$ cat src/rtl/alu_scheduler.sv
// Two-requester front end for a shared combinational ALU.
// Round-robin grant, registered ALU drive, op-dependent hold, tagged response.
module alu_scheduler #(
  parameter int MULDIV_CYCLES = 4,
  parameter int BASE_CYCLES   = 1
) (
  input  logic        clk,
  input  logic        rst,
  input  logic [1:0]  req_valid,
  output logic [1:0]  req_ready,
  input  logic [5:0]  req_op,
  input  logic [1:0]  req_form,
  input  logic [3:0]  req_vec,
  input  logic [7:0]  req_logic_select,
  input  logic [63:0] req_a,
  input  logic [63:0] req_b,
  input  logic [63:0] req_c,
  input  logic [63:0] req_d,
  output logic        rsp_valid,
  input  logic        rsp_ready,
  output logic        rsp_id,
  output logic [31:0] rsp_y1,
  output logic [31:0] rsp_y2,
  output logic [2:0]  alu_op,
  output logic        alu_form,
  output logic [1:0]  alu_vec,
  output logic [3:0]  alu_logic_select,
  output logic [31:0] alu_a,
  output logic [31:0] alu_b,
  output logic [31:0] alu_c,
  output logic [31:0] alu_d,
  input  logic [31:0] alu_y1,
  input  logic [31:0] alu_y2,
  output logic        busy
);

  typedef enum logic [1:0] {
    IDLE,
    EXEC,
    DONE
  } state_e;

  localparam logic [2:0] OP_MULT = 3'b001;
  localparam logic [2:0] OP_DIV  = 3'b101;
  localparam logic [3:0] MD_LOAD = 4'(MULDIV_CYCLES - 1);
  localparam logic [3:0] BS_LOAD = 4'(BASE_CYCLES - 1);

  state_e      state_q, state_d;
  logic        last_grant_q, last_grant_d;
  logic [3:0]  cnt_q, cnt_d;
  logic        rsp_id_q, rsp_id_d;
  logic [31:0] rsp_y1_q, rsp_y1_d;
  logic [31:0] rsp_y2_q, rsp_y2_d;
  logic [2:0]  op_q, op_d;
  logic        form_q, form_d;
  logic [1:0]  vec_q, vec_d;
  logic [3:0]  ls_q, ls_d;
  logic [31:0] a_q, a_d;
  logic [31:0] b_q, b_d;
  logic [31:0] c_q, c_d;
  logic [31:0] d_q, d_d;

  logic        gnt;
  logic        accept;
  logic [2:0]  sel_op;
  logic        is_muldiv;

  // A tie goes to whoever was not served last.
  always_comb begin
    gnt = 1'b0;
    unique case (req_valid)
      2'b10:   gnt = 1'b1;
      2'b11:   gnt = ~last_grant_q;
      default: gnt = 1'b0;
    endcase
  end

  assign accept    = (state_q == IDLE) && (|req_valid) && !rst;
  assign req_ready = accept ? {gnt, ~gnt} : 2'b00;
  assign sel_op    = gnt ? req_op[5:3] : req_op[2:0];
  assign is_muldiv = (sel_op == OP_MULT) || (sel_op == OP_DIV);

  always_comb begin
    state_d      = state_q;
    last_grant_d = last_grant_q;
    cnt_d        = cnt_q;
    rsp_id_d     = rsp_id_q;
    rsp_y1_d     = rsp_y1_q;
    rsp_y2_d     = rsp_y2_q;
    op_d         = op_q;
    form_d       = form_q;
    vec_d        = vec_q;
    ls_d         = ls_q;
    a_d          = a_q;
    b_d          = b_q;
    c_d          = c_q;
    d_d          = d_q;
    unique case (state_q)
      IDLE: begin
        if (accept) begin
          op_d         = sel_op;
          form_d       = gnt ? req_form[1] : req_form[0];
          vec_d        = gnt ? req_vec[3:2] : req_vec[1:0];
          ls_d         = gnt ? req_logic_select[7:4]
                             : req_logic_select[3:0];
          a_d          = gnt ? req_a[63:32] : req_a[31:0];
          b_d          = gnt ? req_b[63:32] : req_b[31:0];
          c_d          = gnt ? req_c[63:32] : req_c[31:0];
          d_d          = gnt ? req_d[63:32] : req_d[31:0];
          rsp_id_d     = gnt;
          last_grant_d = gnt;
          cnt_d        = is_muldiv ? MD_LOAD : BS_LOAD;
          state_d      = EXEC;
        end
      end
      EXEC: begin
        if (cnt_q != 4'd0) begin
          cnt_d = cnt_q - 4'd1;
        end else begin
          rsp_y1_d = alu_y1;
          rsp_y2_d = alu_y2;
          state_d  = DONE;
        end
      end
      DONE: begin
        if (rsp_ready) state_d = IDLE;
      end
      default: state_d = IDLE;
    endcase
  end

  always_ff @(posedge clk) begin
    if (rst) begin
      state_q      <= IDLE;
      last_grant_q <= 1'b1;
      cnt_q        <= 4'd0;
      rsp_id_q     <= 1'b0;
      rsp_y1_q     <= 32'd0;
      rsp_y2_q     <= 32'd0;
      op_q         <= 3'd0;
      form_q       <= 1'b0;
      vec_q        <= 2'd0;
      ls_q         <= 4'd0;
      a_q          <= 32'd0;
      b_q          <= 32'd0;
      c_q          <= 32'd0;
      d_q          <= 32'd0;
    end else begin
      state_q      <= state_d;
      last_grant_q <= last_grant_d;
      cnt_q        <= cnt_d;
      rsp_id_q     <= rsp_id_d;
      rsp_y1_q     <= rsp_y1_d;
      rsp_y2_q     <= rsp_y2_d;
      op_q         <= op_d;
      form_q       <= form_d;
      vec_q        <= vec_d;
      ls_q         <= ls_d;
      a_q          <= a_d;
      b_q          <= b_d;
      c_q          <= c_d;
      d_q          <= d_d;
    end
  end

  assign rsp_valid        = (state_q == DONE);
  assign rsp_id           = rsp_id_q;
  assign rsp_y1           = rsp_y1_q;
  assign rsp_y2           = rsp_y2_q;
  assign alu_op           = op_q;
  assign alu_form         = form_q;
  assign alu_vec          = vec_q;
  assign alu_logic_select = ls_q;
  assign alu_a            = a_q;
  assign alu_b            = b_q;
  assign alu_c            = c_q;
  assign alu_d            = d_q;
  assign busy             = (state_q != IDLE);

endmodule

$ cat config.mk
export PLATFORM = sky130hd
export DESIGN_NAME = alu_scheduler
export DESIGN_NICKNAME = d
export VERILOG_FILES = /design/src/rtl/alu_scheduler.sv
export SDC_FILE = /design/constraint.sdc
export NUM_CORES = 1
export LEC_CHECK = 0
export CORE_AREA = 5 5 212 214
export CTS_CLUSTER_DIAMETER = 50
export DETAILED_ROUTE_END_ITERATION = 6
export DIE_AREA = 0 0 217 219
export HOLD_SLACK_MARGIN = 0.15
export PLACE_DENSITY_LB_ADDON = 0.15
export SLEW_MARGIN = 30
export SYNTH_ARGS = -nofsm -noshare
export SYNTH_HDL_FRONTEND = slang
export SYNTH_SLANG_ARGS = --single-unit
$ cat constraint.sdc
create_clock -name clk -period 2.4 [get_ports clk]
set_clock_uncertainty 0.1 [all_clocks]
set_input_delay 0.24 -clock clk [delete_from_list [all_inputs] [get_ports clk]]
set_output_delay 0.24 -clock clk [all_outputs]
set_load 0.03 [all_outputs]
### Word level (Yosys, flattened, before mapping)

Cells that the tools add are included.

| storage, ports and cells | value |
|---|---|
| register bits | 210 |
| word-level logic and storage cells | 59 |
| output and inout port bits | 207 |
| bits of input ports | 345 |

| operators by class | value |
|---|---|
| multiplexer cells | 18 |
| $add $sub $neg | 1 |
| bitwise logic cells | 3 |
| eq/ne operators | 10 |
| reduce and logical (&&, ||, !) cells | 13 |

Operators by type and width:

| kind | count |
|---|---|
| 32-bit 2-to-1 mux | 4 |
| 2-bit 2-to-1 mux | 6 |
| 4-bit 2-to-1 mux | 3 |
| 4-bit one-hot mux with 2 select lines | 1 |
| 2-bit equality test, second input constant | 3 |
| 2-bit inequality test, second input constant | 3 |
| 2-bit one-hot mux with 3 select lines | 1 |
| 3-bit AND reduction | 2 |
| 2-bit AND reduction | 2 |
| 2-bit nonzero test | 2 |
| 4-bit nonzero test | 1 |
| 4-bit by 1-bit subtractor with 4-bit output, second input constant | 1 |
| 3-bit by 1-bit equality test with 1-bit output, second input constant | 1 |
| 3-bit equality test, second input constant | 1 |
| 3-bit 2-to-1 mux | 1 |
| 1-bit NOT | 3 |
| 2-bit by 1-bit equality test with 1-bit output, second input constant | 1 |
| 1-bit logical AND | 2 |
| 2-bit logical NOT | 1 |
| 2-bit by 1-bit inequality test with 1-bit output, second input constant | 1 |
| 1-bit one-hot mux with 2 select lines | 1 |
| 2-bit OR reduction | 1 |
| 1-bit logical NOT | 1 |
| 1-bit logical OR | 1 |
| 1-bit 2-to-1 mux | 1 |

### Longest topological paths before layout

| depth | value |
|---|---|
| depth after elaboration | 8 |
| mapped depth | 8 |
| depth with buffers taken out | 6 |

### Least setup slack after synthesis

No wires, ideal clock.

| timing path | value |
|---|---|
| kind | register to output |
| start point | register state_q[1] |
| end point | output port req_ready[1] |
| stages on the path, launching flop included | 5 |
| slack | 0.267 ns |
| data arrival time | 1.793 ns |
| path buffers | 1 |
| cells stage by stage | dfxtp_1 or2_1 buf_2 or2_2 nor3_1 |

| between the ends | value |
|---|---|
| cells in the longest elaborated chain, start to end | 4 |

Ends and longest elaborated chain:

| what | line | source |
|---|---|---|
| start: declaration | 48 | `state_e state_q, state_d;` |
| start signal: assignment | 149 | `state_q <= state_d;` |
| 2-bit logical NOT | 78 | `assign accept = (state_q == IDLE) && (\|req_valid) && !rst;` |
| 1-bit logical AND (2 in a row) | 78 |  |
| 2-bit 2-to-1 mux | 79 | `assign req_ready = accept ? {gnt, ~gnt} : 2'b00;` |
| end: declaration | 10 | `output logic [1:0] req_ready,` |

No other way between the ends.

### Worst setup path after layout

Same ends and word-level chain as after synthesis.

==> summary.txt <==
Layout
  – Area growth from synthesis to layout: 104%
  – Net count, final: between 2,000 and 2,500
  – Commonest non-fill, non-tap cell in the layout: clkdlybuf4s50_1
  – Fill cells: around 4,300
  – Layout cell share with drive strength beyond 1: 5.78%
  – Post-route cell area: 17,500 µm²
  – Commonest non-fill, non-tap cells in the layout: clkdlybuf4s50_1 (547), nand2_1 (410), dfxtp_1 (210)

Min path
  – Hold Path Depth: 3
  – Hold Crit Start: req_c[22]
  – HP Class: primary input to flop

Critical path
  – Most common cell type on the critical path: buf_4
  – Critical path class: flop to output pin
  – CP startpoint: state_q[1]
  – Setup crit end kind: output pin
  – Crit path DAT: 1.95 ns
  – CP max-delay cell: dfxtp_1
  – Data required, critical path: 2.06 ns
  – Worst R2R Path Depth: 6
  – Crit path cell chain: or2_1 > or2_2 > buf_4 > nor3_2 > buf_4
  – Worst flop-to-flop path startpoint: state_q[1]
  – Worst Setup Start Kind: flop
  – Maximum net fanout on the critical path: 4
  – Slowest stage delay, CP: 0.32 ns

Floorplan
  – Full die area: 47,500 µm²
  – Core Box Area: about 43,000 µm²
  – Die outline height: 219 µm
  – Rows: 76
  – Boundary Pins: 552
  – Initial Util: approximately 20%
  – Die width: 217 µm

Timing
  – Slew margin rel.: 56.7%
  – Worst slew pin tran: 0.650 ns
  – RSZ-0062 raised after global routing: false
  – Minimum clock period: around 2.3 ns
  – Final hold violation count: 0
  – Final setup TNS: 0 ns
  – Fin crit share: 95.3%
  – Max Freq: 437 MHz
  – Final slew viol count: 0
  – Final setup viols: 0

Synthesis
  – Mapped Nets: 1,444
  – Synth cell types: 32
  – Yosys reg bits: 210
  – Synth warn: 0
  – Gate Count Post-Synth: 1,097
  – Top post-synthesis cells by area: dfxtp_1 (49%), nand2_1 (18%), a311oi_1 (14%)
  – Post-synth EDFFs: 0
  – Netlist Area Pre-Place: 8610 µm²
  – Post-synth ARST share: 0%
  – Top_reg_cell synth: dfxtp_1
  – Post-synthesis sequential area ratio: 48.8%
  – Largest area contributor in the netlist: dfxtp_1
  – Synth top area share: about half
  – Syn avg cell area: 7.85 µm²

Clock tree
  – Root buf cell: clkbuf_16
  – H-tree depth: 2
  – CTS tree: built
  – Clock sink total: 210
  – Postcts setup bufs: 0
  – Clk buf depth: 3
  – Reg clk slew, reported paths: 0.05 ns
  – Worst skew pair latency: 0.53 ns
  – CTS buffer count: 37

Detailed routing
  – Number of remaining DRC errors: 0
  – Drt total wl: 42,700 µm
  – First-pass DRT Iterations: 4
  – Vias: 10,300
  – WL/cell: 18.2 µm
  – Via/cell ratio: 4.40
  – DR iter-0 viols: 442
  – Antenna-violating nets left: 0

Global routing
  – GRT Total Usage: 16.9%
  – Largest net degree at the start of global routing: 80
  – GRT overflow: 0
  – First-pass GRT wire length: 63,200 µm
  – Antenna violations before repair: 1
  – Vias in the first global route: around 11,000

Run status
  – Status: finished, final reports clean

Place
  – Port-buffer cells: around 550
  – DP Wirelength: 30,300 µm
  – Placed instance area: about 15,000 µm²
  – GPL Wtd Cong: 0.790

Run
  – Max Cap Viol: 0

Pwr
  – PD cells: 772 nW/µm²
  – Leakage power: 6.71 nW
  – Worst IR Drop VDD: between 0.4 and 0.5 mV
synthesized netlist by cell type (2+ instances only):
cell type	count
nor3_1	3
nor2_1	141
a21oi_1	65
nor2b_1	3
nand2b_1	4
nand2_1	412
buf_4	9
clkbuf_1	54
a311oi_1	139
buf_6	11
inv_1	2
dfxtp_1	210
ha_1	2
mux2i_1	2
buf_2	22
nor3b_1	2
worst max-delay path: cells and delay by family (launching register included):
kind                   cells  cell delay, ns
DFF                        1            0.32
buffers and inverters      2            0.36
and+or+nand+nor            3            0.73
per-stage QoR:
step	hold WS (ns)	utilization, %	worst slack, ns	power, mW	std cells
floorplan	0.276	-	0.267	6.12	1097
global placement	0.335	34.5	0.0884	7.93	2126
detailed placement	0.341	34.5	0.148	7.95	2126
CTS	0.150	41.1	0.00630	13.8	2345
global route	0.163	41.1	0.0157	14.2	2345
finish	0.188	41.1	0.113	13.5	2347
registers in the layout (all words and copies together) (netlist names), 4 cells and up:
register	count
cnt_q	4
alu_b	32
alu_logic_select	4
rsp_y2	32
alu_d	32
alu_a	32
alu_c	32
rsp_y1	32
cell type report:
| class | instances | area, µm² | area share, % |
|---|---|---|---|
| tap | 546 | 683 | 3.89 |
| sequential | 210 | 4200 | 24.0 |
| clock inverter | 15 | 188 | 1.07 |
| clock buffer | 50 | 1090 | 6.20 |
| antenna | 2 | 5.00 | 0.0285 |
| inverter | 2 | 7.51 | 0.0428 |
| multi-input combinational | 787 | 3900 | 22.2 |
| timing repair buffer | 735 | 7470 | 42.6 |
per-layer routing:
metal,vias to the layer above,wire length (µm),track usage [%]
li1,5100,-,-
met1,4807,17100,19.4
met2,350,21100,29.3
met3,62,3330,5.99
met4,2,1190,5.65
met5,-,13,0
what timing repair did:
action,CTS,global route
endpoints found under the hold margin,131,0
hold buffers,154,0
endpoints found under the setup margin,2,2
gates resized for setup,3,3
power breakdown:
group / switching [mW] / internal, mW
Combinational: 2.11 / 1.83
Clock: 1.87 / 3.59
Sequential: 0.224 / 3.91
Total: 4.21 / 9.33
final timing paths:
path | end | slack (ns)
setup / recovery | req_ready[1] | 0.11
hold / removal | alu_c[22] | 0.19
setup reg to reg | alu_a[3] | 0.42
hold reg to reg | rsp_id | 0.35
kinds of logic (layout without fill, tap and decap cells):
group	count (synthesis)	in the layout	share of synthesized area, %
DFF	210	210	48.8
adders and majority gates	2	2	0.291
and+or+nand+nor	571	571	25.6
AOI/OAI and AO/OA	212	212	18.9
other	0	2	0
buffers and inverters	100	802	6.16
muxes	2	2	0.232
(Power assumes the default switching activity.)
==> RTL edit 1, RTL diff (same settings) <==
Make the reset (`rst`) asynchronous in one clocked block.
--- a/src/rtl/alu_scheduler.sv
+++ b/src/rtl/alu_scheduler.sv
@@ -131,3 +131,3 @@
 
-  always_ff @(posedge clk) begin
+  always_ff @(posedge clk or posedge rst) begin
     if (rst) begin
Check against the original RTL: differs if rst is asserted again (counterexample within 4 cycles, from zero or initial values and one cycle with rst high); with rst held inactive, the same outputs for 4 cycles.
==> RTL edit 1 against the unedited design <==
Cell area down 0.56%. Routed wire length down 14%. Register-to-register slack worse by 250 ps. Largest cell class unchanged. Sequential cell count unchanged. Area after synthesis up 16%. Setup slack better by 2.9 ps.
Power is not compared: it rests on default switching activity, and its combinational part moved more than twofold at a synthesized area within 25%.
==> RTL edit 1: results (changes against the unedited design) <==
[finish]
drive_above_1_share_pct=33.85  ; +28 points
buf_share_pct=34.56  ; -8.0 points
seq_area_um2=5256  ; +25%
multi_input_cells=378  ; -52%
clkCellAreaFrac_pct=6.148  ; -1.1 points
fin_area_um2=17440  ; -0.56%
fillers=4044  ; -5.1%
nClkBuffers=43  ; -14%
nNonClkInverters=6  ; +4
instances_no_fill=1781  ; -24%
buffers=586  ; -20%
antenna_cells=0  ; -2
nets=1560  ; -26%
multi_input_area_um2=4375  ; +12%

[setup_path]
setup.worst_path.start=state_q[0]$_DFFE_PP0P_
cp_max_fo=5  ; +1
crit_slowest_cell=or3_4
cpPeakStageDelay_ps=440  ; +120 ps
reg2reg_slack_ps=170  ; -250 ps
worstReg2RegEnd=alu_c[13]$_DFFE_PP0P_
r2r_cells=7  ; +1

[sta]
finalCritPeriodShare_pct=95.19  ; -0.12 points
relSlewSlack_pct=57.72  ; +1.0 points
hold_slack_ps=195.7  ; +7.502 ps

[power_and_ir_drop]
powerDensity_nw_per_um2=1372
p_seq_mw=6.36

[logic_synthesis]
synthCells=632  ; -42%
async_flop_share_pct=100.0  ; +100 points
netlist_top_cells_area=dfrtp_1 52%, mux2_2 29%, mux2_4 10%
muxShareOfSynthArea_pct=41.00  ; +41 points
synth_common_cells=257 x mux2_2, 209 x dfrtp_1, 67 x mux2_4
seq_area_frac_synth_pct=52.53  ; +3.7 points
synth_compound_area_share_pct=0.8002  ; -18 points
synth_fp_nets=979  ; -32%
synthAdderAreaFrac_pct=0.2501  ; -0.041 points

[clocking]
htreeDepth=1  ; -1
cts_made_buffers=31  ; -16%
root_buffer=clkbuf_16
clkLatencyLatePin_ps=550  ; +20 ps

[outcome]
outcome=complete, no violations

[placement]
finalWeightedCongestion=0.7682  ; -2.8%
placedCellCount=1720  ; -19%
placedInstanceArea_um2=16280  ; +11%
dp_slack_ps=93.26  ; -54.60 ps
dpl.hpwl_um=28870  ; -4.9%
port_buffers=551  ; unchanged

[global_routing]
grt.total_usage_pct=14.76  ; -2.1 points
grt_pass1_wl_um=54040  ; -15%
grt_max_degree=71  ; -11%
grt_pass1_vias=8300  ; -22%
antenna_found_initial=0  ; -1

[detailed_routing]
detail_route.first_pass.iterations=4  ; unchanged
routed_wl_um=36940  ; -14%
viasPerCell=4.175  ; -5.1%
drtIter0Drc=122  ; -72%

[min_path]
holdPathEnd=rsp_y1[0]$_DFFE_PP0P_
min_path_cells=2  ; -1
hp-start=alu_y1[0]
hold_class=input port to flip-flop

## RTL edit 1: cell types whose count changed in the layout (fill, tap and decap cells not counted), sizes merged, moves of 63 or more
cell,before,now
a21oi,65,2
a311oi,139,0
dfrtp,0,209
dfxtp,210,0
dlygate4sd3,154,2
mux2,0,342
nand2,412,1
nor2,143,5
## RTL edit 1: repair_timing
| action | 4_1_cts | 5_1_grt |
|---|---|---|
| hold buffers | 2 | 0 |
| gates resized for setup | 0 | 0 |
| hold endpoints to repair | 19 | 0 |
| setup buffers | 3 | 0 |
| setup endpoints to repair | 1 | 0 |
## RTL edit 1: worst max-delay path, delay by kind of cell (launching register included)
kind / cells / cell delay [ps]
flip-flops: 1 / 400
AND/OR/NAND/NOR: 3 / 700
buffers and inverters: 2 / 280
## RTL edit 1: metal layers
metal | GRT usage (%) | vias up | part of all wire [%]
li1 | - | 3452 | -
met1 | 16.56 | 3664 | 38
met2 | 26.96 | 275 | 52
met3 | 5.187 | 45 | 8.3
met4 | 3.392 | 0 | 2.2
met5 | 0 | - | 0
==> RTL edit 2, RTL diff (same flow settings) <==
Made on the original files. `a_q` no longer has a reset.
--- a/src/rtl/alu_scheduler.sv
+++ b/src/rtl/alu_scheduler.sv
@@ -143,3 +143,2 @@
       ls_q         <= 4'd0;
-      a_q          <= 32'd0;
       b_q          <= 32'd0;
@@ -158,3 +157,2 @@
       ls_q         <= ls_d;
-      a_q          <= a_d;
       b_q          <= b_d;
@@ -163,2 +161,6 @@
     end
+  end
+
+  always_ff @(posedge clk) begin
+    a_q <= a_d;
   end
Behaviour: differs if rst is asserted again (counterexample within 4 cycles, from zero or initial values and one cycle with rst high); with rst held inactive, the same outputs for 4 cycles.
==> RTL edit 2 against the unedited design <==
Global-route usage decreased by 0.97 points. Largest cell class unchanged. Area after synthesis grew 1.3%. Sequential cell count did not move. Clock power is 3% higher. Synthesized cell count is 21% lower. Routed wire length is 6.8% lower. Critical path depth unchanged. Critical path type unchanged. Maximum frequency increased by 2.5%. Setup slack better by 56 ps. Cell area down 4.0%. Total power fell by 0.92%.
==> RTL edit 2: results (changes against the unedited design) <==
[outcome]
outcome=complete, no violations

[detailed_routing]
num_vias=8629  ; -16%
wl_met3_um=3831  ; +15%
routed_wl_um=39790  ; -6.8%
wl_met2_um=19150  ; -9.3%
drtIter0Drc=257  ; -42%
detail_route.first_pass.iterations=6  ; +2
wl_met1_um=15690  ; -8.0%

[finish]
drive_above_1_share_pct=9.654  ; +3.9 points
multi_input_cells=584  ; -26%
instances_no_fill=2051  ; -13%
multi_input_area_um2=3809  ; -2.3%
utilization_pct=39.45  ; -1.6 points
nNonClkInverters=3  ; +1
antenna_cells=3  ; +1
buffers=638  ; -13%
clkCellAreaFrac_pct=7.829  ; +0.56 points
buf_share_pct=38.53  ; -4.0 points
seq_area_um2=4524  ; +7.6%
multi_input_area_share_pct=22.61  ; +0.38 points
nClkBuffers=47  ; -6.0%
fillers=4247  ; -0.38%

[placement]
dp_slack_ps=188.7  ; +40.85 ps
placedCellCount=1921  ; -9.6%
dpl.hpwl_um=29800  ; -1.8%
finalWeightedCongestion=0.8121  ; +2.7%
placedInstanceArea_um2=14910  ; +1.3%

[setup_path]
r2r_cells=7  ; +1
worstReg2RegEnd=rsp_y1[16]$_SDFFE_PP0P_
worstPathArrival_ps=1890  ; -60 ps
rr_startpoint=cnt_q[0]$_SDFFE_PP0P_

[sta]
hold_slack_ps=194.7  ; +6.528 ps
fin_ws_ps=168.3  ; +55.73 ps

[logic_synthesis]
synth_fp_nets=1218  ; -16%
netlist_top_cells_area=dfxtp_1 41%, mux2i_1 12%, edfxtp_1 11%
synth_common_cells=178 x dfxtp_1, 135 x nand2_1, 109 x nor2_1
ys_warn_count=0  ; unchanged
muxShareOfSynthArea_pct=16.41  ; +16 points
synthAdderAreaFrac_pct=0.2869  ; -0.0038 points
seq_area_frac_synth_pct=51.86  ; +3.0 points
ys_types=36  ; +13%
synthCells=871  ; -21%
synth_edf_count=32  ; +32
synth_compound_area_share_pct=14.46  ; -4.4 points

[global_routing]
grt_max_degree=94  ; +18%
antenna_found_initial=6  ; +5
grt_pass1_vias=9077  ; -15%
gr-usage-met2_pct=27.01  ; -2.3 points
grt_pass1_wl_um=57990  ; -8.3%
grt_use_met3_pct=7.201  ; +1.2 points
use_met1_pct=18.06  ; -1.4 points

[min_path]
hp-start=alu_y1[7]
holdPathEnd=rsp_y1[7]$_SDFFE_PP0P_

[power_and_ir_drop]
leakage_nw=6.225  ; -7.2%
peakVddDrop_v=0.0004516  ; +13%
power.internal_mw=9.391  ; +0.65%

[clocking]
htreeDepth=2  ; unchanged
cts_made_buffers=38  ; +2.7%

==> RTL edit 2: changes by cell type after synthesis, sizes merged, moves of 2 or more <==
cell	delta
mux2i	+105
mux2	+32
clkbuf	-30
a311oi	-138
nor2	-32
dfxtp	-32
buf	+6
nand4	+2
nor3	-2
edfxtp	+32
nand2	-277
a211oi	+106
==> RTL edit 2: power groups by stage <==
stage	sequential (mW)	clock [mW]	combinational [mW]
floorplan	4.96	0	1.08
global placement	4.23	0	3.53
detailed placement	4.24	0	3.54
CTS	4.18	5.86	3.64
global route	4.22	5.99	3.82
finish	4.17	5.66	3.58
==> RTL edit 2: repair_timing <==
item / 4_1_cts / 5_1_grt
hold buffers: 60 / 0
gates resized for setup: 1 / 2
hold endpoints to repair: 99 / 0
setup endpoints to repair: 2 / 2
gates cloned: 0 / 0
==> RTL edit 2: critical path, cell delays in order (launching register included) <==
cell and delay (ps):
dfxtp_1 330, or2_4 290, or2_4 290, nor2_4 130, and2_1 160, buf_4 160
